File: src/rtl/dmem_port_arbiter.sv
// Two-requester round-robin arbiter for the single-port data memory.
// Serves bursts of 1..4 beats with address auto-increment and one-cycle read return.
module dmem_port_arbiter #(
   parameter int unsigned ADDR_W = 8,
   parameter int unsigned DATA_W = 16,
   parameter int unsigned LEN_W  = 2
) (
   input  logic              clk,
   input  logic              reset,
   input  logic              req0,
   input  logic              wr0,
   input  logic [ADDR_W-1:0] addr0,
   input  logic [LEN_W-1:0]  len0,
   input  logic [DATA_W-1:0] wdata0,
   output logic              gnt0,
   output logic              rvalid0,
   input  logic              req1,
   input  logic              wr1,
   input  logic [ADDR_W-1:0] addr1,
   input  logic [LEN_W-1:0]  len1,
   input  logic [DATA_W-1:0] wdata1,
   output logic              gnt1,
   output logic              rvalid1,
   output logic [DATA_W-1:0] rdata,
   output logic [ADDR_W-1:0] mem_addr,
   output logic              mem_wr,
   output logic [DATA_W-1:0] mem_wdata,
   input  logic [DATA_W-1:0] mem_rdata,
   output logic              busy,
   output logic              owner
);

   typedef enum logic [0:0] {StIdle, StBusy} state_e;

   state_e              state_q, state_d;
   logic                wr_q, wr_d;
   logic [ADDR_W-1:0]   base_q, base_d;
   logic [LEN_W-1:0]    len_q, len_d;
   logic [LEN_W-1:0]    beat_cnt_q, beat_cnt_d;
   logic                owner_q, owner_d;
   logic                last_owner_q, last_owner_d;
   logic [ADDR_W-1:0]   addr_hold_q, addr_hold_d;
   logic                rd_pend_q, rd_pend_d;
   logic                rd_owner_q, rd_owner_d;
   logic                winner;
   logic [ADDR_W-1:0]   beat_addr;

   // Natural ADDR_W-bit overflow gives the required wrap from the top address to zero.
   assign beat_addr = base_q + ADDR_W'(beat_cnt_q);

   always_comb begin
      if (req0 && req1) begin
         winner = ~last_owner_q;
      end else begin
         winner = req1;
      end
   end

   always_comb begin
      state_d      = state_q;
      wr_d         = wr_q;
      base_d       = base_q;
      len_d        = len_q;
      beat_cnt_d   = beat_cnt_q;
      owner_d      = owner_q;
      last_owner_d = last_owner_q;
      addr_hold_d  = addr_hold_q;
      rd_pend_d    = 1'b0;
      rd_owner_d   = owner_q;
      gnt0         = 1'b0;
      gnt1         = 1'b0;
      mem_wr       = 1'b0;
      mem_wdata    = '0;
      mem_addr     = addr_hold_q;

      case (state_q)
         StIdle: begin
            if (req0 || req1) begin
               owner_d    = winner;
               wr_d       = winner ? wr1 : wr0;
               base_d     = winner ? addr1 : addr0;
               len_d      = winner ? len1 : len0;
               beat_cnt_d = '0;
               state_d    = StBusy;
            end
         end
         StBusy: begin
            mem_addr    = beat_addr;
            addr_hold_d = beat_addr;
            mem_wr      = wr_q;
            mem_wdata   = owner_q ? wdata1 : wdata0;
            gnt0        = ~owner_q;
            gnt1        = owner_q;
            rd_pend_d   = ~wr_q;
            if (beat_cnt_q == len_q) begin
               last_owner_d = owner_q;
               state_d      = StIdle;
            end else begin
               beat_cnt_d = beat_cnt_q + 1'b1;
            end
         end
         default: state_d = StIdle;
      endcase
   end

   always_ff @(posedge clk or negedge reset) begin
      if (!reset) begin
         state_q      <= StIdle;
         wr_q         <= 1'b0;
         base_q       <= '0;
         len_q        <= '0;
         beat_cnt_q   <= '0;
         owner_q      <= 1'b0;
         last_owner_q <= 1'b1;
         addr_hold_q  <= '0;
         rd_pend_q    <= 1'b0;
         rd_owner_q   <= 1'b0;
      end else begin
         state_q      <= state_d;
         wr_q         <= wr_d;
         base_q       <= base_d;
         len_q        <= len_d;
         beat_cnt_q   <= beat_cnt_d;
         owner_q      <= owner_d;
         last_owner_q <= last_owner_d;
         addr_hold_q  <= addr_hold_d;
         rd_pend_q    <= rd_pend_d;
         rd_owner_q   <= rd_owner_d;
      end
   end

   // Memory data is already one cycle behind the address, so it passes straight through.
   assign rdata   = rd_pend_q ? mem_rdata : '0;
   assign rvalid0 = rd_pend_q & ~rd_owner_q;
   assign rvalid1 = rd_pend_q & rd_owner_q;
   assign busy    = (state_q == StBusy);
   assign owner   = owner_q;

endmodule
File: config.mk
export PLATFORM = sky130hd
export DESIGN_NAME = dmem_port_arbiter
export DESIGN_NICKNAME = d
export VERILOG_FILES = /design/src/rtl/dmem_port_arbiter.sv
export SDC_FILE = /design/constraint.sdc
export NUM_CORES = 1
export LEC_CHECK = 0
export ABC_AREA = 1
export CAP_MARGIN = 20
export CORE_MARGIN = 1.5
export CORE_UTILIZATION = 34
export CTS_CLUSTER_DIAMETER = 50
export DETAILED_ROUTE_END_ITERATION = 7
export PLACE_DENSITY_LB_ADDON = 0.12
export SLEW_MARGIN = 20
export SYNTH_ARGS = -nofsm -noshare
export SYNTH_HDL_FRONTEND = slang
export SYNTH_SLANG_ARGS = --single-unit
File: constraint.sdc
create_clock -name clk -period 2.3 [get_ports clk]
set_input_delay 0.23 -clock clk [delete_from_list [all_inputs] [get_ports clk]]
set_output_delay 0.23 -clock clk [all_outputs]
set_load 0.005 [all_outputs]
==> flow_metrics.env, run 1 <==
export IMPL_max_freq_mhz=444
export IMPL_finalPower_mw=3.37
export IMPL_io_buffers=120
export IMPL_max_cap_viol_count=0
export IMPL_min_period_ns=2.25
export IMPL_crit_start="beat_cnt_q[1]"
export IMPL_yosys_warnings=0
export IMPL_syn_mean_instance_area_um2=7.77
export IMPL_path_class="flip-flop to output port"
export IMPL_dominantRegCellSynth="dfrtp_1"
export IMPL_clk_insertion_delay_late_ns=0.27
export IMPL_worstMarginPinSlew_ns=0.480
export IMPL_root_buffer="clkbuf_8"
export IMPL_synth_nets=288
export IMPL_cts_buffers_inserted=3
export IMPL_layout_drive_gt1_share_pct=10.1
export IMPL_rr_worst_depth=5
export IMPL_yosysSeqAreaShare_pct=39.8
export IMPL_vias_per_cell=4.69
export IMPL_pwr_density_cell_nw_per_um2=1120
export IMPL_nNetsFinal=414
export IMPL_r2r_end="base_q[0]"
export IMPL_grt_pass1_vias=1657
export IMPL_endpoint="mem_addr[5]"
export IMPL_wl_per_cell_um=12.2
export IMPL_cts_hold_buf=0
export IMPL_io_pins=121
export IMPL_n_antenna_cell=0
export IMPL_totalWireLength_um=4740
export IMPL_crit_arrival_ns=2.02
export IMPL_syn_inst=211
export IMPL_grt_overflow_total=0
export IMPL_grtUsageTotal_pct=17.8
export IMPL_layoutNonFillerInstCount=390
export IMPL_dp_cells=382
export IMPL_nFillCells=414
export IMPL_drt_pass1_iter_count=4
export IMPL_drtIter0Drc=59
export IMPL_fin_crit_sh_pct=97.9
export IMPL_start_kind="flip-flop"
export IMPL_r2r_start="busy"
export IMPL_die_area_um2=5250
export IMPL_h_tree_depth=1
export IMPL_core_area_um2=4690
export IMPL_grt_pass1_wl_um=7560
export IMPL_max_slew_margin_pct=68.0
export IMPL_synthArstFlopShare_pct=100
export IMPL_vias=1828
export IMPL_start_util_pct=34.9
export IMPL_mostFrequentLayoutCell="clkdlybuf4s50_1"
export IMPL_netlist_area_um2=1640
export IMPL_post_route_drc_count=0
export IMPL_grt_max_degree=27
export IMPL_crit_required_ns=2.07
export IMPL_routabilityCongestion=0.847
export IMPL_dpl_worst_slack_ns=0.0593
export IMPL_cts_tree="built"
export IMPL_dpl_hpwl_um=3890
export IMPL_synth_edf_count=0
export IMPL_dieWidth_um=72.4
export IMPL_cp_max_fo=4
export IMPL_ys_types=24
export IMPL_clkSinkCount=26
export IMPL_antenna_found_initial=0
export IMPL_peakVddDrop_v=0.000597
export IMPL_post_route_util_pct=63.9
export IMPL_max_clock_path_buffers=2
export IMPL_hp_class="input pin to async pin"
export IMPL_p_leak_nw=1.43
export IMPL_reg2reg_slack_ns=0.73
export IMPL_setup_viol_count_final=0
export IMPL_end_kind="output port"
export IMPL_fin_worst_skew_ns=0.00512
export IMPL_layout_common_cells="114 x clkdlybuf4s50_1, 57 x nand2_1, 31 x inv_1"
export IMPL_placed_cell_area_um2=2900
export IMPL_fin_ws_ns=0.0472
export IMPL_maxSlewViolCount=0
export IMPL_area_delta_synth_final_pct=83.1
export IMPL_hold_viol=0
export IMPL_rsz0062_at_grt="yes"
export IMPL_ys_ff_latch=26
export IMPL_rows=25
export IMPL_status="complete, no violations"
export IMPL_ant_nets=0
export IMPL_fp_dieH_um=72.4
export IMPL_path_clk_slew_ns=0.09
export IMPL_final_cell_area_um2=3000
[how the worst min path moves through the flow]
stage / slack [ns] / cells after the start / end
after CTS: 0.33 / 2 / base_q[2]
after global placement: 0.46 / 2 / addr_hold_q[0]
after global routing: 0.35 / 2 / base_q[2]
after floorplan: -0.07 / 0 / addr_hold_q[0]
final: 0.32 / 2 / base_q[5]
after detailed placement: 0.46 / 2 / addr_hold_q[0]
[cells in the mapped netlist, types with 2 or more instances]
cell / instances / area share (%)
nand3_1: 11 / 3.4
a22o_1: 16 / 8.5
dfrtp_1: 25 / 38
ha_1: 2 / 1.5
buf_2: 4 / 1.2
xnor2_1: 2 / 1.1
o21ai_0: 16 / 4.9
inv_1: 31 / 7.1
nand4_1: 2 / 0.76
inv_2: 3 / 0.69
a31oi_1: 2 / 0.76
o22ai_2: 8 / 6.1
nand2_1: 58 / 13
clkbuf_1: 3 / 0.69
o21ai_2: 2 / 1.1
nor2_1: 18 / 4.1
[critical path: stages (launching register included)]
cell	delay, ns
dfrtp_1	0.39
buf_4	0.15
ha_1	0.27
nand3_1	0.10
nand2_2	0.10
nand2_1	0.05
nand2_1	0.05
nand3_1	0.06
nand2_1	0.09
clkdlybuf4s50_1	0.50
[power breakdown]
part           internal (mW)  switching [mW]  total [mW]
Clock                  0.124           0.134       0.258
Sequential             0.697           0.195       0.892
Combinational           1.26           0.963        2.22
Total                   2.08            1.29        3.37
[logic make-up after synthesis]
logic type / after synthesis / share of synthesized area (%)
XOR/XNOR: 3 / 1.60
flip-flops: 26 / 39.8
AO/OA/AOI/OAI: 45 / 22.4
adder cells (fa/ha/maj): 3 / 2.75
buffers and inverters: 43 / 10.8
AND/OR/NAND/NOR: 91 / 22.7
[state kept, by name, summed over array words and instances, names as in the netlist]
name and cells:
addr_hold_q 8, wr_q 1, base_q 8, last_owner_q 1, rd_pend_q 1, beat_cnt_q 2, len_q 2, busy 1
owner 1, rd_owner_q 1
[cell type report]
type                       instances  area (um2)  area share, %
timing repair buffer             130        1280           42.7
multi-input combinational        142         825           27.5
sequential                        26         653           21.8
inverter                          34         128           4.25
tap                               54        67.6           2.25
clock buffer                       4        45.0           1.50
[per-layer routing]
metal / wire, um / track usage [%]
met5: 0 / 0
met4: 44 / 5.66
met3: 411 / 3.47
met2: 2230 / 30.1
met1: 2050 / 22.9
[through the flow]
step | TNS [ns] | hold WS, ns
6_report | 0 | 0.321
5_1_grt | -0.0665 | 0.345
4_1_cts | 0 | 0.330
3_5_place_dp | 0 | 0.465
3_3_place_gp | 0 | 0.460
2_1_floorplan | 0 | -0.0656
[timing repair]
action	4_1_cts	5_1_grt
endpoints found under the setup margin	7	20
gates resized for setup	13	2
buffers inserted	2	2
gates cloned	0	0
pin swaps	5	7
(Power assumes the default switching activity.)
==> run 2: changes to the inputs <==
--- a/config.mk
+++ b/config.mk
@@ -10,8 +10,10 @@
 export CORE_MARGIN = 1.5
 export CORE_UTILIZATION = 34
 export CTS_CLUSTER_DIAMETER = 50
+export CTS_CLUSTER_SIZE = 40
 export DETAILED_ROUTE_END_ITERATION = 7
 export PLACE_DENSITY_LB_ADDON = 0.12
+export SETUP_SLACK_MARGIN = 0.1
 export SLEW_MARGIN = 20
 export SYNTH_ARGS = -nofsm -noshare
 export SYNTH_HDL_FRONTEND = slang
==> flow_metrics.env, run 2 (synthesis results as in run 1) <==
export IMPL_clk_insertion_delay_late_ns=0.27
export IMPL_start_util_pct=34.9
export IMPL_ant_nets=0
export IMPL_post_route_drc_count=0
export IMPL_worstMarginPinSlew_ns=0.480
export IMPL_layout_drive_gt1_share_pct=10.7
export IMPL_path_cells="ha_2 > inv_1 > fa_2 > buf_4 > xor2_1 > o21ai_1 > clkdlybuf4s15_1"
export IMPL_max_clock_path_buffers=2
export IMPL_mostFrequentLayoutCell="clkdlybuf4s50_1"
export IMPL_dp_cells=382
export IMPL_grtUsageTotal_pct=17.8
export IMPL_io_buffers=120
export IMPL_antenna_found_initial=0
export IMPL_fin_crit_sh_pct=93.2
export IMPL_max_freq_mhz=466
export IMPL_largestRegisters="addr_hold_q: 8 flops, base_q: 8 flops"
export IMPL_root_buffer="clkbuf_8"
export IMPL_grtUsageMet1_pct=22.9
export IMPL_drt_pass1_iter_count=4
export IMPL_post_route_util_pct=64.1
export IMPL_crit_required_ns=2.07
export IMPL_grt_max_degree=27
export IMPL_grt_pass1_vias=1652
export IMPL_die_area_um2=5250
export IMPL_layoutNonFillerInstCount=391
export IMPL_rows=25
export IMPL_pwr_density_cell_nw_per_um2=1120
export IMPL_io_pins=121
export IMPL_maxSlewViolCount=0
export IMPL_area_delta_synth_final_pct=83.4
export IMPL_dieWidth_um=72.4
export IMPL_critPathSlowestCell="dfrtp_1"
export IMPL_vias_per_cell=4.63
export IMPL_fp_dieH_um=72.4
export IMPL_n_antenna_cell=0
export IMPL_crit_arrival_ns=1.91
export IMPL_layout_common_cells="113 x clkdlybuf4s50_1, 57 x nand2_1, 31 x inv_1"
export IMPL_cpPeakStageDelay_ns=0.36
export IMPL_hold_viol=0
export IMPL_fin_worst_skew_ns=0.00422
export IMPL_cts_hold_buf=0
export IMPL_core_area_um2=4690
export IMPL_busiest_layer="met2"
export IMPL_grt_overflow_total=0
export IMPL_routabilityCongestion=0.847
export IMPL_totalWireLength_um=4760
export IMPL_clkSinkCount=26
export IMPL_start_kind="flip-flop"
export IMPL_path_clk_slew_ns=0.09
export IMPL_cts_buffers_inserted=3
export IMPL_dpl_hpwl_um=3890
export IMPL_setup_tns_final_ns=0
export IMPL_path_class="flip-flop to output port"
export IMPL_p_leak_nw=1.43
export IMPL_grt_met3_usage_pct=3.47
export IMPL_nNetsFinal=415
export IMPL_whs_ns=0.320
export IMPL_grt_pass1_wl_um=7570
export IMPL_min_period_ns=2.14
export IMPL_drtIter0Drc=56
export IMPL_cts_tree="built"
export IMPL_max_cap_viol_count=0
export IMPL_finalPower_mw=3.37
export IMPL_grt_use_met2_pct=30.2
export IMPL_max_slew_margin_pct=68.0
export IMPL_vias=1809
export IMPL_status="complete, no violations"
export IMPL_wl_per_cell_um=12.2
export IMPL_peakVddDrop_v=0.000598
export IMPL_hp_class="input pin to async pin"
export IMPL_end_kind="output port"
export IMPL_cp_max_fo=2
export IMPL_rsz0062_at_grt="yes"
export IMPL_setup_viol_count_final=0
export IMPL_h_tree_depth=1
-- run 2: area by class of cell --
cell class	instances	area [um2]
Sequential cell	26	653
Fill cell	418	1690
Multi-Input combinational cell	142	825
Clock buffer	4	45.0
Inverter	34	130
Timing Repair Buffer	131	1290
Tap cell	54	67.6
-- run 2: path summary, 6_finish.rpt --
check                          startpoint             end  slack, ns  cells past startpoint
setup reg to reg                     busy       base_q[0]       0.73                      5
setup / recovery                base_q[0]     mem_addr[2]       0.16                      7
hold reg to reg            addr_hold_q[0]  addr_hold_q[0]       0.47                      2
max in group asynchronous           reset    last_owner_q       1.69                      2
hold / removal                      reset       base_q[2]       0.32                      2
min in group clk           addr_hold_q[0]  addr_hold_q[0]       0.47                      2
-- run 2: metal layers --
layer | up-vias | share of wire (%) | wire, um
met3 | 4 | 8.9 | 422
met4 | 0 | 0.95 | 45
li1 | 935 | - | -
met1 | 789 | 43 | 2060
met2 | 81 | 47 | 2230
met5 | - | 0 | 0
-- run 2: worst max-delay path: cells and delay by family, from the launching register on --
| kind | cells | cell delay (ns) |
|---|---|---|
| adder cells (fa/ha/maj) | 2 | 0.54 |
| buffers and inverters | 3 | 0.44 |
| flip-flops | 1 | 0.36 |
| AO/OA/AOI/OAI | 1 | 0.17 |
| XOR/XNOR | 1 | 0.13 |
-- run 2: metrics by stage --
stage / setup WS (ns) / area (um2)
after floorplan: 0.562 / 1640
after global placement: 0.118 / 2900
after detailed placement: 0.0593 / 2900
after CTS: 0.104 / 2990
after global routing: 0.0308 / 3010
final: 0.156 / 3010
-- run 2: report_power, final --
| group | leakage, nW | internal [mW] | total [mW] | switching [mW] |
|---|---|---|---|---|
| sequential | 0.313 | 0.697 | 0.892 | 0.195 |
| combinational | 1.10 | 1.25 | 2.22 | 0.968 |
| clock | 0.0228 | 0.124 | 0.258 | 0.134 |
-- run 2: what timing repair did --
item | in CTS | in global routing
endpoints found under the setup margin | 23 | 20
pin swaps | 9 | 8
buffers inserted | 3 | 2
resized for setup | 15 | 6
